## config.mk

```make
export PLATFORM = sky130hd
export DESIGN_NAME = eth_csr_av_master_flat
export DESIGN_NICKNAME = d
export VERILOG_FILES = /design/src/rtl/eth_csr_av_master_if.sv /design/src/rtl/eth_csr_av_master.sv /design/src/flat_wrapper.sv
export SDC_FILE = /design/constraint.sdc
export NUM_CORES = 1
export LEC_CHECK = 0
export ABC_AREA = 1
export ABC_CLOCK_PERIOD_IN_PS = 1100
export BUFFER_PORTS_ARGS = -buffer_cell sky130_fd_sc_hd__buf_4
export CORE_UTILIZATION = 42
export DETAILED_ROUTE_END_ITERATION = 8
export PLACE_DENSITY_LB_ADDON = 0.1
export SLEW_MARGIN = 10
export SYNTH_ARGS = -nofsm -noshare
export SYNTH_HDL_FRONTEND = slang
export SYNTH_SLANG_ARGS = --single-unit
export TNS_END_PERCENT = 10
```

## constraint.sdc

```tcl
create_clock -name clk -period 1.1 [get_ports clk]
set_input_delay 0.22 -clock clk [delete_from_list [all_inputs] [get_ports clk]]
set_output_delay 0.22 -clock clk [all_outputs]
set_load 0.1 [all_outputs]
```

## src/rtl/eth_csr_av_master_if.sv

```systemverilog
// Avalon-MM bus between the Ethernet CSR command responder and the MAC/PHY CSR fabric.
// Ports: avm_address/read/write/writedata (master out), avm_readdata/readdatavalid/waitrequest (slave out).
interface eth_csr_av_master_if #(
  parameter int ADDR_W = 16
) ();
  logic [ADDR_W-1:0] avm_address;
  logic              avm_read;
  logic              avm_write;
  logic [31:0]       avm_writedata;
  logic [31:0]       avm_readdata;
  logic              avm_readdatavalid;
  logic              avm_waitrequest;

  modport master (
    output avm_address,
    output avm_read,
    output avm_write,
    output avm_writedata,
    input  avm_readdata,
    input  avm_readdatavalid,
    input  avm_waitrequest
  );

  modport slave (
    input  avm_address,
    input  avm_read,
    input  avm_write,
    input  avm_writedata,
    output avm_readdata,
    output avm_readdatavalid,
    output avm_waitrequest
  );
endinterface

```

## src/rtl/eth_csr_av_master.sv

```systemverilog
// Ethernet CSR command responder: one Avalon-MM transaction per strobed control word.
// Ports: clk, reset_n (async low), eth_ctrl_addr/eth_wr_data in, eth_rd_data/csr_status out,
//        avm (Avalon master modport). Optional abort timer: define ETH_CSR_TIMEOUT_EN.
module eth_csr_av_master #(
  parameter int ADDR_W      = 16,
  parameter int TIMEOUT_CYC = 1024
) (
  input  logic        clk,
  input  logic        reset_n,
  input  logic [31:0] eth_ctrl_addr,
  input  logic [31:0] eth_wr_data,
  output logic [31:0] eth_rd_data,
  output logic [2:0]  csr_status,
  eth_csr_av_master_if.master avm
);

  typedef enum logic [1:0] {
    IDLE,
    WR_REQ,
    RD_REQ,
    RD_WAIT
  } state_t;

  state_t            state_q, state_d;
  logic [ADDR_W-1:0] addr_q, addr_d;
  logic [31:0]       wdata_q, wdata_d;
  logic [31:0]       rdata_q, rdata_d;
  logic              rd_q, rd_d;
  logic              wr_q, wr_d;
  logic              to_q, to_d;
  logic              drop_q, drop_d;
  logic              accept;
  logic              expire;

  logic wr_stb;
  logic rd_stb;
  logic unused_bits;

  assign wr_stb = eth_ctrl_addr[16];
  assign rd_stb = eth_ctrl_addr[17];
  assign unused_bits = ^{eth_ctrl_addr, TIMEOUT_CYC[0]};

`ifdef ETH_CSR_TIMEOUT_EN
  localparam int CNT_W = $clog2(TIMEOUT_CYC + 1);
  logic [CNT_W-1:0] cnt_q;

  // Counter never passes TIMEOUT_CYC-1 while busy: that value aborts.
  assign expire = (state_q != IDLE) &&
                  (cnt_q == CNT_W'(TIMEOUT_CYC - 1));

  always_ff @(posedge clk or negedge reset_n) begin
    if (!reset_n) begin
      cnt_q <= '0;
    end else if (accept) begin
      cnt_q <= '0;
    end else if (state_q != IDLE) begin
      cnt_q <= cnt_q + CNT_W'(1);
    end
  end
`else
  assign expire = 1'b0;
`endif

  always_comb begin
    state_d = state_q;
    addr_d  = addr_q;
    wdata_d = wdata_q;
    rdata_d = rdata_q;
    rd_d    = 1'b0;
    wr_d    = 1'b0;
    to_d    = to_q;
    drop_d  = drop_q;
    accept  = 1'b0;
    unique case (state_q)
      IDLE: begin
        if (wr_stb && rd_stb) begin
          drop_d = 1'b1;
        end else if (wr_stb) begin
          accept  = 1'b1;
          addr_d  = eth_ctrl_addr[ADDR_W-1:0];
          wdata_d = eth_wr_data;
          to_d    = 1'b0;
          drop_d  = 1'b0;
          wr_d    = 1'b1;
          state_d = WR_REQ;
        end else if (rd_stb) begin
          accept  = 1'b1;
          addr_d  = eth_ctrl_addr[ADDR_W-1:0];
          to_d    = 1'b0;
          drop_d  = 1'b0;
          rd_d    = 1'b1;
          state_d = RD_REQ;
        end
      end
      WR_REQ: begin
        if (!avm.avm_waitrequest) begin
          state_d = IDLE;
        end else if (expire) begin
          to_d    = 1'b1;
          state_d = IDLE;
        end else begin
          wr_d = 1'b1;
        end
      end
      RD_REQ: begin
        // Data arriving with the accept cycle finishes the read here.
        if (!avm.avm_waitrequest && avm.avm_readdatavalid) begin
          rdata_d = avm.avm_readdata;
          state_d = IDLE;
        end else if (expire) begin
          to_d    = 1'b1;
          rdata_d = '1;
          state_d = IDLE;
        end else if (!avm.avm_waitrequest) begin
          state_d = RD_WAIT;
        end else begin
          rd_d = 1'b1;
        end
      end
      RD_WAIT: begin
        if (avm.avm_readdatavalid) begin
          rdata_d = avm.avm_readdata;
          state_d = IDLE;
        end else if (expire) begin
          to_d    = 1'b1;
          rdata_d = '1;
          state_d = IDLE;
        end
      end
      default: state_d = IDLE;
    endcase
    if ((state_q != IDLE) && (wr_stb || rd_stb)) begin
      drop_d = 1'b1;
    end
  end

  always_ff @(posedge clk or negedge reset_n) begin
    if (!reset_n) begin
      state_q <= IDLE;
      addr_q  <= '0;
      wdata_q <= '0;
      rdata_q <= '0;
      rd_q    <= 1'b0;
      wr_q    <= 1'b0;
      to_q    <= 1'b0;
      drop_q  <= 1'b0;
    end else begin
      state_q <= state_d;
      addr_q  <= addr_d;
      wdata_q <= wdata_d;
      rdata_q <= rdata_d;
      rd_q    <= rd_d;
      wr_q    <= wr_d;
      to_q    <= to_d;
      drop_q  <= drop_d;
    end
  end

  assign avm.avm_address   = addr_q;
  assign avm.avm_writedata = wdata_q;
  assign avm.avm_read      = rd_q;
  assign avm.avm_write     = wr_q;
  assign eth_rd_data       = rdata_q;
  assign csr_status        = {drop_q, to_q, state_q != IDLE};

endmodule

```

## src/flat_wrapper.sv

```systemverilog
// flat-port wrapper written by rule: the top's interface ports become plain ports
module eth_csr_av_master_flat 
#(
  parameter int ADDR_W      = 16,
  parameter int TIMEOUT_CYC = 1024
)
  (clk, reset_n, eth_ctrl_addr, eth_wr_data, eth_rd_data, csr_status, avm_avm_address, avm_avm_read, avm_avm_write, avm_avm_writedata, avm_avm_readdata, avm_avm_readdatavalid, avm_avm_waitrequest);
  eth_csr_av_master_if #(.ADDR_W(ADDR_W)) avm_i ();
  input  logic clk;
  input  logic reset_n;
  input  logic [31:0] eth_ctrl_addr;
  input  logic [31:0] eth_wr_data;
  output logic [31:0] eth_rd_data;
  output logic [2:0] csr_status;
  output wire logic [$bits(avm_i.avm_address)-1:0] avm_avm_address;
  output wire logic [$bits(avm_i.avm_read)-1:0] avm_avm_read;
  output wire logic [$bits(avm_i.avm_write)-1:0] avm_avm_write;
  output wire logic [$bits(avm_i.avm_writedata)-1:0] avm_avm_writedata;
  input wire logic [$bits(avm_i.avm_readdata)-1:0] avm_avm_readdata;
  input wire logic [$bits(avm_i.avm_readdatavalid)-1:0] avm_avm_readdatavalid;
  input wire logic [$bits(avm_i.avm_waitrequest)-1:0] avm_avm_waitrequest;
  assign avm_avm_address = avm_i.avm_address;
  assign avm_avm_read = avm_i.avm_read;
  assign avm_avm_write = avm_i.avm_write;
  assign avm_avm_writedata = avm_i.avm_writedata;
  assign avm_i.avm_readdata = avm_avm_readdata;
  assign avm_i.avm_readdatavalid = avm_avm_readdatavalid;
  assign avm_i.avm_waitrequest = avm_avm_waitrequest;
  eth_csr_av_master #(.ADDR_W(ADDR_W), .TIMEOUT_CYC(TIMEOUT_CYC)) u_core (.clk(clk), .reset_n(reset_n), .eth_ctrl_addr(eth_ctrl_addr), .eth_wr_data(eth_wr_data), .eth_rd_data(eth_rd_data), .csr_status(csr_status), .avm(avm_i));
endmodule
```

; ---- Word level (Yosys, flattened, before mapping)
; Cells that the tools add are included.
; Widths: inputs -> output; s select.
[word_totals]
mem_bits_ro = 0
elab_cells = 66
ff_bits = 86
latch_bits = 0
input_bits = 100
mem_count = 0
ram_bits = 0
[classes]
n_eq_ne = 9
n_bitwise = 2
mul = 0
shifts = 0
n_div = 0
add_sub_neg = 0
n_mux = 29
n_reduce_logical = 18
order_cmp = 0
[op_table]
columns = operator, n
row1 = $mux 32, 2
row2 = $pmux 32 s2, 1
row3 = $mux 16, 2
row4 = $mux 1, 14
row5 = $mux 2, 7
row6 = $reduce_and 3->1, 4
row7 = $pmux 2 s4, 1
row8 = $reduce_bool 2->1, 4
row9 = $ne 2x2->1 const B, 3
row10 = $reduce_and 5->1, 1
row11 = $eq 2x2->1 const B, 2
row12 = $pmux 1 s2, 2
row13 = $reduce_bool 4->1, 1
row14 = $logic_and 1x1->1, 3
row15 = $ne 3x2->1 const B, 1
row16 = $ne 3x3->1 const B, 1
row17 = $reduce_or 3->1, 1
row18 = $eq 2x1->1 const B, 1
row19 = $logic_not 2->1, 1
row20 = $ne 2x1->1 const B, 1
row21 = $not 1->1, 2
row22 = $reduce_and 2->1, 1
row23 = $logic_not 1->1, 1
row24 = $logic_or 1x1->1, 1

; ---- Longest topological paths before layout
; Gate-level depths: netlist of the first run.
[logic_depth]
depth_word = 5
mapped_depth = 8
mapped_depth_nobuf = 8

; ---- Worst setup path after synthesis of the first run
; OpenSTA, ideal clock, no wires.
[synth_path]
kind = register to register
start = register u_core.state_q[1]
end = register u_core.state_q[1]
setup_slack_ns = -0.626
setup_ns = 0.121
n_path_buf = 1
path_stages_with_launch = 8
synth_period_minus_slack_ns = 1.726
t_arrival_ns = 1.604
cell_sequence = dfrtp_1 > buf_4 > inv_1 > nand2_1 > nor2_1 > nor2_1 > nand3_1 > nand2_1
[synth_via]
elab_chain_len = 3
word_cells_on_any_way = 11
[synth_lines]
columns = element, line_no
row1 = start: declaration, eth_csr_av_master.sv:24  ; state_t state_q, state_d;
row2 = start signal: assignment, eth_csr_av_master.sv:148  ; state_q <= state_d;
row3 = $eq 2x2->1 (tied with other cells), eth_csr_av_master.sv:74  ; unique case (state_q)
row4 = $ne 3x2->1 (no source line) (tied with other cells), n/a
row5 = $reduce_and 5->1 (no source line), n/a
; Parallel ways exist; a longest one is shown, timed or not.
; A chain may end at the register's enable or synchronous reset.

; ---- Worst setup path in the final report of the first run
[layout_path]
start = register u_core.state_q[1]
end = output csr_status[0]
[layout_via]
elab_chain_len = 1
[layout_lines]
columns = element, line_no
row1 = $reduce_bool 2->1, eth_csr_av_master.sv:164  ; assign csr_status = {drop_q, to_q, state_q != IDLE};
row2 = end: declaration, flat_wrapper.sv:14  ; output logic [2:0] csr_status;
; No other way between the ends.

==> Implementation_results.wiki, run 1 <==
{| class="wikitable"
! Metric !! Value
|-
| Synth-to-layout area growth || 79.4%
|-
| Fmax || roughly 0.71 GHz
|-
| Top-level I/O count || about 190
|-
| Element type at the critical path start || flip-flop
|-
| Root cell of the clock tree || sky130_fd_sc_hd__clkbuf_8
|-
| Clock-pin slew of the registers on the worst-case setup and hold paths || 0.08 ns
|-
| Buf+Inv Stages, Crit Path || 2
|-
| Share of flip-flops with an asynchronous set or reset || 1.00
|-
| Drt via density || approximately 4.7
|-
| Std-Cell Core Area || around 8700 sq um
|-
| Mapped Cells || between 300 and 400
|-
| Die extent in x || approximately 97 microns
|-
| Number of antenna violations at the first check in global routing || 0
|-
| Layout cells sized above 1 || 0.487
|-
| Post-layout min period || between 1 and 1.5 ns
|-
| Effective utilization at floorplan || 0.432
|-
| IO buf count || 169
|-
| DPL Wire Length || between 6000 and 7000 microns
|-
| Largest area contributor in the synthesized netlist || sky130_fd_sc_hd__dfrtp_1
|-
| Via count of the first global-routing pass || 3443
|-
| Cell breakdown of the critical path || clkinvlp_4 > nand2_8 > buf_12
|-
| Worst Clk Skew || 0.00942 ns
|-
| Final Hold Slack || about 0.10 ns
|-
| Final #Nets || 700
|-
| Fraction of post-synthesis cell area in the top cell type by area || 0.565
|-
| Most frequent cells after synthesis || 145 x sky130_fd_sc_hd__nand2_1, 85 x sky130_fd_sc_hd__dfrtp_1, 52 x sky130_fd_sc_hd__nand3_1
|-
| Failing checks || negative setup slack
|-
| Synth unique cells || 19
|-
| Most frequent cell after synthesis || sky130_fd_sc_hd__nand2_1
|-
| Area after detailed placement || roughly 5300 sq um
|-
| Final WS setup || -0.303 ns
|-
| Library cell contributing the largest single delay on the critical path || sky130_fd_sc_hd__dfrtp_2
|-
| Seq/Total Area, Yosys || 0.565
|-
| Number of sinks on the clock net || 85
|-
| Overall global routing resource usage || 0.225
|-
| Wire length of the first global-routing pass || approximately 17000 microns
|-
| Initial DRC Count || between 100 and 150
|-
| H-tree lvl count || 3
|-
| Post-synth EDFFs || 0
|-
| Result of the run || complete, but fails checks
|-
| Site row count || 34
|-
| Required time at the endpoint of the critical path || about 0.88 ns
|-
| Cell family contributing the most delay on the critical path || flip-flops
|-
| Average detailed-routed wire length per instance || roughly 14 microns
|-
| Count of yosys warnings during synthesis || 0
|-
| Flip-flop and latch count after synthesis || 85
|-
| Final Hold Viols || 0
|-
| Count of pins over their slew limit || 0
|-
| Average cell area after synthesis || 9.44 sq um
|-
| Finish-stage setup viols || 168
|-
| Number of inserted diodes || 0
|-
| Dominant synthesized flop cell || sky130_fd_sc_hd__dfrtp_1
|-
| Worst Hold Class || in2reg
|-
| Max-cap viol count || 0
|-
| Crit. End Element || output port
|-
| DIE HEIGHT || approximately 97 microns
|-
| Total Die Area || just over 9000 sq um
|-
| Pin count of the biggest net entering global routing || 42
|-
| Latest clock arrival within the worst-skew pair || between 0.3 and 0.4 ns
|-
| Part of the cycle the worst path needs || 1.28
|-
| Unrepaired setup endpoints after global routing || yes
|-
| Pre-Repair DR Iteration Count || 4
|-
| Post-Synthesis Cell Area || 3760 sq um
|-
| Final Wtd Congestion || slightly below 0.8
|-
| Number of vias in the routed layout || 3335
|-
| Cell area after layout || approximately 6800 sq um
|-
| Number of CTS-inserted buffers || 9
|-
| Post-detailed-route count of antenna-violating nets || 0
|-
| Worst endpoint data arrival time || roughly 1.2 ns
|-
| WS Path Type || reg2out
|-
| Crit Path Max Fanout || 5
|-
| Biggest cell delay along the critical path || 0.42 ns
|-
| DRC violation count after routing || 0
|-
| Total wire length || roughly 10000 microns
|-
| Global route total overflow || 0
|-
| Synth Net Count || 503
|-
| Most area-consuming cells after synthesis || sky130_fd_sc_hd__dfrtp_1 56%, sky130_fd_sc_hd__nand2_1 14%, sky130_fd_sc_hd__o21ai_2 7.4%
|-
| Number of buffers on the longest clock path || 2
|-
| Clock tree from TritonCTS || yes
|}
==> final cells by class <==
type | count | area, sq um
Clock buffer | 13 | 149
Inverter | 41 | 163
Clock inverter | 2 | 35.0
Fill cell | 542 | 1970
Timing Repair Buffer | 210 | 2800
Tap cell | 108 | 135
Multi-Input combinational cell | 249 | 1330
Sequential cell | 85 | 2150
==> state kept, by name, indices dropped and copies added, names as in the netlist <==
register,flops
u_core.avm.avm_writedata,32
u_core.eth_rd_data,32
u_core.avm.avm_address,16
u_core.state_q,2
u_core.avm.avm_read,1
u_core.avm.avm_write,1
u_core.drop_q,1
==> metal layers <==
metal  GRT usage  vias to the layer above  wire length, microns
li1            -                     1623                     -
met3      0.0592                        9                   697
met5           0                        -                     0
met4      0.0735                        0                   107
met1       0.276                     1580                  4090
met2       0.384                      123                  5200
==> per-stage QoR <==
step | worst slack [ns] | util | cells | TNS (ns)
2_1_floorplan | -0.0920 | - | 399 | -5.77
6_report | -0.303 | 0.775 | 708 | -20.30
3_5_place_dp | -0.249 | 0.611 | 682 | -16.37
3_3_place_gp | -0.195 | 0.611 | 682 | -13.81
4_1_cts | -0.313 | 0.760 | 707 | -20.14
5_1_grt | -0.355 | 0.775 | 708 | -28.72
==> layout by cell type, fill, tap and decap left out, drive strengths merged, types with 2 or more instances in the layout <==
master,netlist,layout
buf,24,207
bufbuf,0,2
clkbuf,1,13
dfrtp,85,85
ha,4,4
inv,41,40
nand2,147,147
nand3,54,54
nor2,7,8
o21ai,32,32
==> repair_timing <==
item | in CTS | in global routing
resized for setup | 240 | 28
setup buffers | 6 | 1
cloned | 3 | 0
setup endpoints to repair | 168 | 168
hold endpoints to repair | 15 | 0
pin swaps | 2 | 0
hold buffers | 1 | 0
==> worst register-to-register path, stage by stage, from the launching register on <==
cell and delay, ns:
sky130_fd_sc_hd__dfrtp_2 0.45, sky130_fd_sc_hd__buf_4 0.18, sky130_fd_sc_hd__nor2_8 0.12, sky130_fd_sc_hd__nand2_4 0.09, sky130_fd_sc_hd__bufbuf_16 0.30, sky130_fd_sc_hd__nand2_1 0.07
sky130_fd_sc_hd__nand2_1 0.05
==> path summary, 6_finish.rpt <==
kind | cells past startpoint | start | slack (ns) | endpoint
worst max-delay path | 3 | u_core.state_q[1] | -0.30 | csr_status[0]
worst min register to register | 2 | u_core.eth_rd_data[19] | 0.53 | u_core.eth_rd_data[19]
max in group asynchronous | 3 | reset_n | 0.30 | u_core.eth_rd_data[10]
min in group asynchronous | 2 | reset_n | 0.29 | u_core.avm.avm_address[0]
worst min-delay path | 3 | eth_ctrl_addr[14] | 0.10 | u_core.avm.avm_address[14]
worst max register to register | 6 | u_core.state_q[1] | -0.27 | u_core.avm.avm_writedata[22]
==> kinds of logic (layout without fill, tap and decap cells) <==
kind of cell / after synthesis / in the layout / synth area share
and+or+nand+nor: 208 / 209 / 0.240
AOI/OAI and AO/OA: 35 / 35 / 0.0794
adders and majority gates: 4 / 4 / 0.0133
DFF: 85 / 85 / 0.565
other: 1 / 1 / 0.000996
buffers and inverters: 66 / 266 / 0.101
Power of run 1 is not shown: default switching activity piles up to over one toggle a cycle in this logic, so the estimate is an artifact.
==> run 2: changes to the inputs <==
--- a/config.mk
+++ b/config.mk
@@ -5,10 +5,9 @@
 export SDC_FILE = /design/constraint.sdc
 export NUM_CORES = 1
 export LEC_CHECK = 0
-export ABC_AREA = 1
 export ABC_CLOCK_PERIOD_IN_PS = 1100
 export BUFFER_PORTS_ARGS = -buffer_cell sky130_fd_sc_hd__buf_4
-export CORE_UTILIZATION = 42
+export CORE_UTILIZATION = 40
 export DETAILED_ROUTE_END_ITERATION = 8
 export PLACE_DENSITY_LB_ADDON = 0.1
 export SLEW_MARGIN = 10
==> run 2 against run 1 <==
Sequential share of layout area grew 1.3 points. Global-route usage shrank 2.7 points. The flow still finishes with violations (negative setup slack). Critical endpoint is now u_core.eth_rd_data[9]. Maximum frequency shrank 5.2%. Count of clock-buffer cells in the layout shrank 2.
==> Implementation_results.wiki, run 2 <==
{| class="wikitable"
! Metric !! Value
|-
| Result of the run || complete, but fails checks
|-
| Failing checks || negative setup slack
|-
| Number of sinks on the clock net || 85
|-
| Layout cells sized above 1 || 0.719
|-
| Seq/Total Area, Yosys || 0.614
|-
| Number of inserted diodes || 0
|-
| Synth unique cells || 20
|-
| Synth Net Count || 310
|-
| Site row count || 33
|-
| Number of buffers on the longest clock path || 2
|-
| Flip-flop and latch count after synthesis || 85
|-
| Leading cell types in the layout, fill and taps excluded || 100 x sky130_fd_sc_hd__buf_4, 88 x sky130_fd_sc_hd__buf_12, 85 x sky130_fd_sc_hd__dfrtp_1, 55 x sky130_fd_sc_hd__mux2_4, 20 x sky130_fd_sc_hd__mux2_2
|-
| Pin count of the biggest net entering global routing || 26
|-
| DRC violation count after routing || 0
|-
| R2R Path End || u_core.eth_rd_data[9]
|-
| Clock-pin slew of the registers on the worst-case setup and hold paths || ~0.090 ns
|-
| Most area-consuming cells after synthesis || sky130_fd_sc_hd__dfrtp_1 61%, sky130_fd_sc_hd__mux2_2 14%, sky130_fd_sc_hd__mux2_4 13%
|-
| Crit Path Max Fanout || 11
|-
| Mapped Cells || approximately 210
|-
| Effective utilization at floorplan || 0.417
|-
| Largest area contributor in the synthesized netlist || sky130_fd_sc_hd__dfrtp_1
|-
| Worst hold start || eth_wr_data[16]
|-
| Post-Synthesis Cell Area || roughly 3500 sq um
|-
| Root cell of the clock tree || sky130_fd_sc_hd__clkbuf_8
|-
| DIE HEIGHT || 95.0 microns
|-
| Drt via density || 4.68
|-
| Post-layout min period || 1.48 ns
|-
| Number of CTS-inserted buffers || 9
|-
| H-tree lvl count || 3
|-
| Number of vias in the routed layout || 2389
|-
| WHS Path Cells || 2
|-
| Total wire length || around 9000 microns
|-
| Average detailed-routed wire length per instance || roughly 18 microns
|-
| Count of yosys warnings during synthesis || 0
|-
| Number of antenna violations at the first check in global routing || 0
|-
| Wire length of the first global-routing pass || roughly 13000 microns
|-
| Via count of the first global-routing pass || between 2000 and 3000
|-
| Die extent in x || about 95 microns
|-
| Synth-to-layout area growth || 85.7%
|-
| Global route total overflow || 0
|-
| Part of the cycle the worst path needs || 1.35
|-
| Post-detailed-route count of antenna-violating nets || 0
|-
| Worst min-delay path endpoint || u_core.avm.avm_writedata[16]
|-
| Fillers || roughly 480
|-
| Worst Clk Skew || between 0.01 and 0.015 ns
|-
| Total Die Area || approximately 9000 sq um
|-
| Unrepaired setup endpoints after global routing || yes
|-
| Pre-CTS setup slack || -0.363 ns
|-
| Most frequent cells after synthesis || 85 x sky130_fd_sc_hd__dfrtp_1, 44 x sky130_fd_sc_hd__mux2_2, 29 x sky130_fd_sc_hd__mux2_4
|-
| Top-level I/O count || between 150 and 200
|-
| Max-cap viol count || 0
|-
| Reg2Reg Setup Slack || -0.38 ns
|-
| Pre-Repair DR Iteration Count || 3
|-
| Worst endpoint data arrival time || approximately 1.7 ns
|-
| WS Path Type || reg2reg
|-
| Fraction of post-synthesis cell area in the top cell type by area || 0.614
|-
| Most common library cell in the layout ignoring fill and taps || sky130_fd_sc_hd__buf_4
|-
| IO buf count || 169
|-
| Fmax || around 0.68 GHz
|-
| Final WS setup || -0.380 ns
|-
| Final Hold Viols || 0
|-
| Clock tree from TritonCTS || yes
|-
| DPL Wire Length || between 5000 and 6000 microns
|-
| Finish-stage setup viols || ~170
|-
| Count of pins over their slew limit || 0
|-
| Final Wtd Congestion || 0.755
|-
| Overall global routing resource usage || 0.197
|-
| Element type at the critical path start || flip-flop
|-
| Post-synth EDFFs || 0
|-
| Most frequent cell after synthesis || sky130_fd_sc_hd__dfrtp_1
|-
| Share of flip-flops with an asynchronous set or reset || 1.00
|-
| Non-filler instance count after layout || 510
|-
| Post-Route Utilization || 0.775
|-
| Std-Cell Core Area || slightly above 8000 sq um
|-
| Worst Hold Class || in2reg
|-
| Crit. End Element || flip-flop
|-
| Reg-to-Reg Start || u_core.state_q[0]
|-
| Average cell area after synthesis || 16.8 sq um
|-
| Cell depth of the worst flop-to-flop path || 5
|-
| Total Neg Setup Slack || -30.83 ns
|-
| Final #Nets || around 500
|-
| Cells after DPL || slightly below 500
|-
| Latest clock arrival within the worst-skew pair || approximately 0.34 ns
|-
| Initial DRC Count || 37
|-
| Dominant synthesized flop cell || sky130_fd_sc_hd__dfrtp_1
|-
| Required time at the endpoint of the critical path || about 1.3 ns
|}
run 2: cells by family (layout without fill, tap and decap cells):
kind of cell | Yosys count | in the layout | synth area share
and+or+nand+nor | 13 | 13 | 0.0239
muxes | 82 | 82 | 0.297
other | 1 | 1 | 0.00108
DFF | 85 | 85 | 0.614
buffers and inverters | 18 | 217 | 0.0437
adders and majority gates | 4 | 4 | 0.0145
AOI/OAI and AO/OA | 3 | 3 | 0.00506
run 2: cell type report:
cell class / instances / area, sq um / share of cell area
clock inverters: 5 / 60.1 / 0.00934
clock buffers: 11 / 141 / 0.0220
multi-input cells: 103 / 1300 / 0.202
well taps: 105 / 131 / 0.0204
repair buffers: 197 / 2650 / 0.413
inverters: 4 / 15.0 / 0.00234
flip-flops and latches: 85 / 2130 / 0.331
run 2: how the worst max path moves through the flow:
stage | start | endpoint | slack (ns) | cells after the start
2_1_floorplan | u_core.state_q[0] | u_core.eth_rd_data[10] | -0.35 | 6
3_3_place_gp | eth_ctrl_addr[17] | u_core.avm.avm_writedata[23] | -0.33 | 6
3_5_place_dp | eth_ctrl_addr[17] | u_core.avm.avm_writedata[27] | -0.36 | 6
4_1_cts | u_core.state_q[0] | u_core.eth_rd_data[5] | -0.38 | 5
5_1_grt | u_core.state_q[1] | csr_status[0] | -0.44 | 4
6_report | u_core.state_q[0] | u_core.eth_rd_data[9] | -0.38 | 5
run 2: what timing repair did:
action | 4_1_cts | 5_1_grt
hold endpoints to repair | 19 | 0
gates resized for setup | 251 | 32
endpoints found under the setup margin | 166 | 167
pin swaps | 1 | 1
gates cloned | 2 | 0
setup buffers | 3 | 1
hold buffers | 1 | 0
run 2: critical path, cell delays in order, from the launching register on:
cell and delay (ns):
sky130_fd_sc_hd__dfrtp_1 0.38, sky130_fd_sc_hd__buf_4 0.13, sky130_fd_sc_hd__nand2b_4 0.11, sky130_fd_sc_hd__and3_4 0.26, sky130_fd_sc_hd__buf_12 0.17, sky130_fd_sc_hd__mux2_4 0.30
run 2: metal layers:
metal	vias up	track usage	part of all wire
met3	6	0.0542	0.061
met4	0	0.0644	0.0071
li1	1090	-	-
met2	92	0.351	0.55
met1	1201	0.230	0.38
met5	-	0	0
run 2: metrics by stage:
stage	hold slack (ns)	instance area [sq um]
6_report	0.0885	6430
5_1_grt	0.0605	6430
4_1_cts	0.0673	6270
3_5_place_dp	0.151	4970
3_3_place_gp	0.145	4970
2_1_floorplan	-0.0756	3480
Power of run 2 is left out for the same reason.
==> run 3: changes to the inputs <==
--- a/config.mk
+++ b/config.mk
@@ -7,7 +7,7 @@
 export LEC_CHECK = 0
 export ABC_CLOCK_PERIOD_IN_PS = 1100
 export BUFFER_PORTS_ARGS = -buffer_cell sky130_fd_sc_hd__buf_4
-export CORE_UTILIZATION = 40
+export CORE_UTILIZATION = 30
 export DETAILED_ROUTE_END_ITERATION = 8
 export PLACE_DENSITY_LB_ADDON = 0.1
 export SLEW_MARGIN = 10
==> run 3 against run 2 <==
Sequential share of layout area decreased by 1.3 points. Flip-flop and latch count is the same. Register-to-register slack improved by 0.03 ns. Critical path depth is the same. Hold slack better by 0.015 ns. Global-route usage fell by 4.2 points. The flow still finishes with violations (negative setup slack). Cell count rose by 6.3%. Clock skew decreased by 0.0069 ns. Maximum frequency increased by 2.0%. Via count increased by 0.46%. Setup slack improved by 0.029 ns.
==> Implementation_results.wiki, run 3 (same netlist as run 2, synthesis figures left out) <==
{| class="wikitable"
! Metric !! Value
|-
| Crit Path Max Fanout || 8
|-
| Pin count of the biggest net entering global routing || 37
|-
| DPL Wire Length || 5590 microns
|-
| Total Die Area || 12000 sq um
|-
| Element type at the critical path start || flip-flop
|-
| Required time at the endpoint of the critical path || between 1 and 1.5 ns
|-
| Part of the cycle the worst path needs || 1.32
|-
| Effective utilization at floorplan || 0.314
|-
| Latest clock arrival within the worst-skew pair || 0.33 ns
|-
| Fillers || 837
|-
| IO buf count || about 170
|-
| Crit. End Element || flip-flop
|-
| Number of antenna violations at the first check in global routing || 0
|-
| Root cell of the clock tree || sky130_fd_sc_hd__clkbuf_16
|-
| Site row count || 38
|-
| Post-detailed-route count of antenna-violating nets || 0
|-
| Drt via density || roughly 4.4
|-
| Initial DRC Count || 42
|-
| Total wire length || 9100 microns
|-
| Cell area after layout || ~6700 sq um
|-
| Unrepaired setup endpoints after global routing || yes
|-
| Final Wtd Congestion || 0.666
|-
| DRC violation count after routing || 0
|-
| Number of inserted diodes || 0
|-
| Area after detailed placement || 4970 sq um
|-
| Number of vias in the routed layout || 2400
|-
| Final Hold Slack || around 0.10 ns
|-
| H-tree lvl count || 3
|-
| Pre-CTS setup slack || -0.378 ns
|-
| Wire length of the first global-routing pass || approximately 14000 microns
|-
| Layout cells sized above 1 || 0.734
|-
| DIE HEIGHT || 109 microns
|-
| Failing checks || negative setup slack
|-
| Result of the run || complete, but fails checks
|-
| Most common library cell in the layout ignoring fill and taps || sky130_fd_sc_hd__buf_4
|-
| Max-cap viol count || 0
|-
| Worst Clk Skew || about 0.0054 ns
|-
| Clock-pin slew of the registers on the worst-case setup and hold paths || roughly 0.070 ns
|-
| Std-Cell Core Area || 11000 sq um
|-
| Synth-to-layout area growth || 93.4%
|-
| Final Hold Viols || 0
|-
| Post-layout min period || around 1.5 ns
|-
| Number of buffers on the longest clock path || 2
|-
| Finish-stage setup viols || about 170
|-
| Final WS setup || -0.351 ns
|-
| Number of sinks on the clock net || 85
|-
| Via count of the first global-routing pass || 2694
|-
| WS Path Type || reg2reg
|-
| Final #Nets || 501
|-
| Fmax || around 0.69 GHz
|-
| Top-level I/O count || 185
|-
| Count of pins over their slew limit || 0
|-
| Overall global routing resource usage || 0.156
|-
| Clock tree from TritonCTS || yes
|-
| Average detailed-routed wire length per instance || approximately 17 microns
|-
| Leading cell types in the layout, fill and taps excluded || 98 x sky130_fd_sc_hd__buf_4, 90 x sky130_fd_sc_hd__buf_12, 85 x sky130_fd_sc_hd__dfrtp_1, 74 x sky130_fd_sc_hd__mux2_4, 9 x sky130_fd_sc_hd__clkbuf_16
|-
| Worst endpoint data arrival time || between 1.5 and 2 ns
|-
| Post-Route Utilization || 0.607
|-
| Global route total overflow || 0
|-
| Pre-Repair DR Iteration Count || 4
|-
| Worst Hold Class || in2reg
|-
| Number of CTS-inserted buffers || 9
|-
| Die extent in x || 109 microns
|}
[run 3: cell types whose count changed in the layout (fill, tap and decap cells not counted), moves of 4 or more]
cell	delta
sky130_fd_sc_hd__mux2_4	+19
sky130_fd_sc_hd__mux2_1	-4
sky130_fd_sc_hd__mux2_2	-15
sky130_fd_sc_hd__clkbuf_16	+9
sky130_fd_sc_hd__buf_6	-4
sky130_fd_sc_hd__clkbuf_8	-9
[run 3: path summary, 6_finish.rpt]
kind / cells past startpoint / start / slack, ns / to
worst min-delay path: 2 / eth_wr_data[31] / 0.10 / u_core.avm.avm_writedata[31]
worst max register to register: 5 / u_core.state_q[1] / -0.35 / u_core.avm.avm_writedata[31]
worst max-delay path: 5 / u_core.state_q[1] / -0.35 / u_core.avm.avm_writedata[31]
worst min register to register: 1 / u_core.avm.avm_writedata[31] / 0.57 / u_core.avm.avm_writedata[31]
min in group asynchronous: 2 / reset_n / 0.32 / u_core.avm.avm_writedata[10]
max in group asynchronous: 3 / reset_n / 0.29 / u_core.eth_rd_data[15]
[run 3: metal layers]
metal	vias up	track usage	part of all wire
li1	1092	-	-
met1	1194	0.192	0.42
met2	109	0.254	0.49
met3	5	0.0575	0.082
met4	0	0.0457	0.0088
met5	-	0	0
[run 3: metrics by stage]
stage                     TNS (ns)  cells
final                       -27.30    542
after global placement      -26.02    518
after global routing        -34.76    542
after floorplan             -27.16    206
after detailed placement    -27.18    518
after CTS                   -31.14    542
[run 3: area by class of cell]
type,instances,area (sq um),area share
clock buffer,11,243,0.0362
clock inverter,5,108,0.0161
inverter,4,15.0,0.00224
multi-input combinational,103,1370,0.204
sequential,85,2130,0.318
tap,140,175,0.0262
timing repair buffer,194,2660,0.397
[run 3: critical path, cell delays in order (launching register included)]
cell and delay (ns):
sky130_fd_sc_hd__dfrtp_1 0.40, sky130_fd_sc_hd__nor2_2 0.14, sky130_fd_sc_hd__and2_4 0.22, sky130_fd_sc_hd__buf_12 0.13, sky130_fd_sc_hd__buf_16 0.13, sky130_fd_sc_hd__mux2_1 0.31
[run 3: timing repair]
item	CTS	global route
pin swaps	4	2
hold buffers	1	0
hold endpoints to repair	16	0
endpoints found under the setup margin	166	166
gates cloned	4	0
buffers inserted	4	1
gates resized for setup	288	20
Power of run 3 is left out for the same reason.
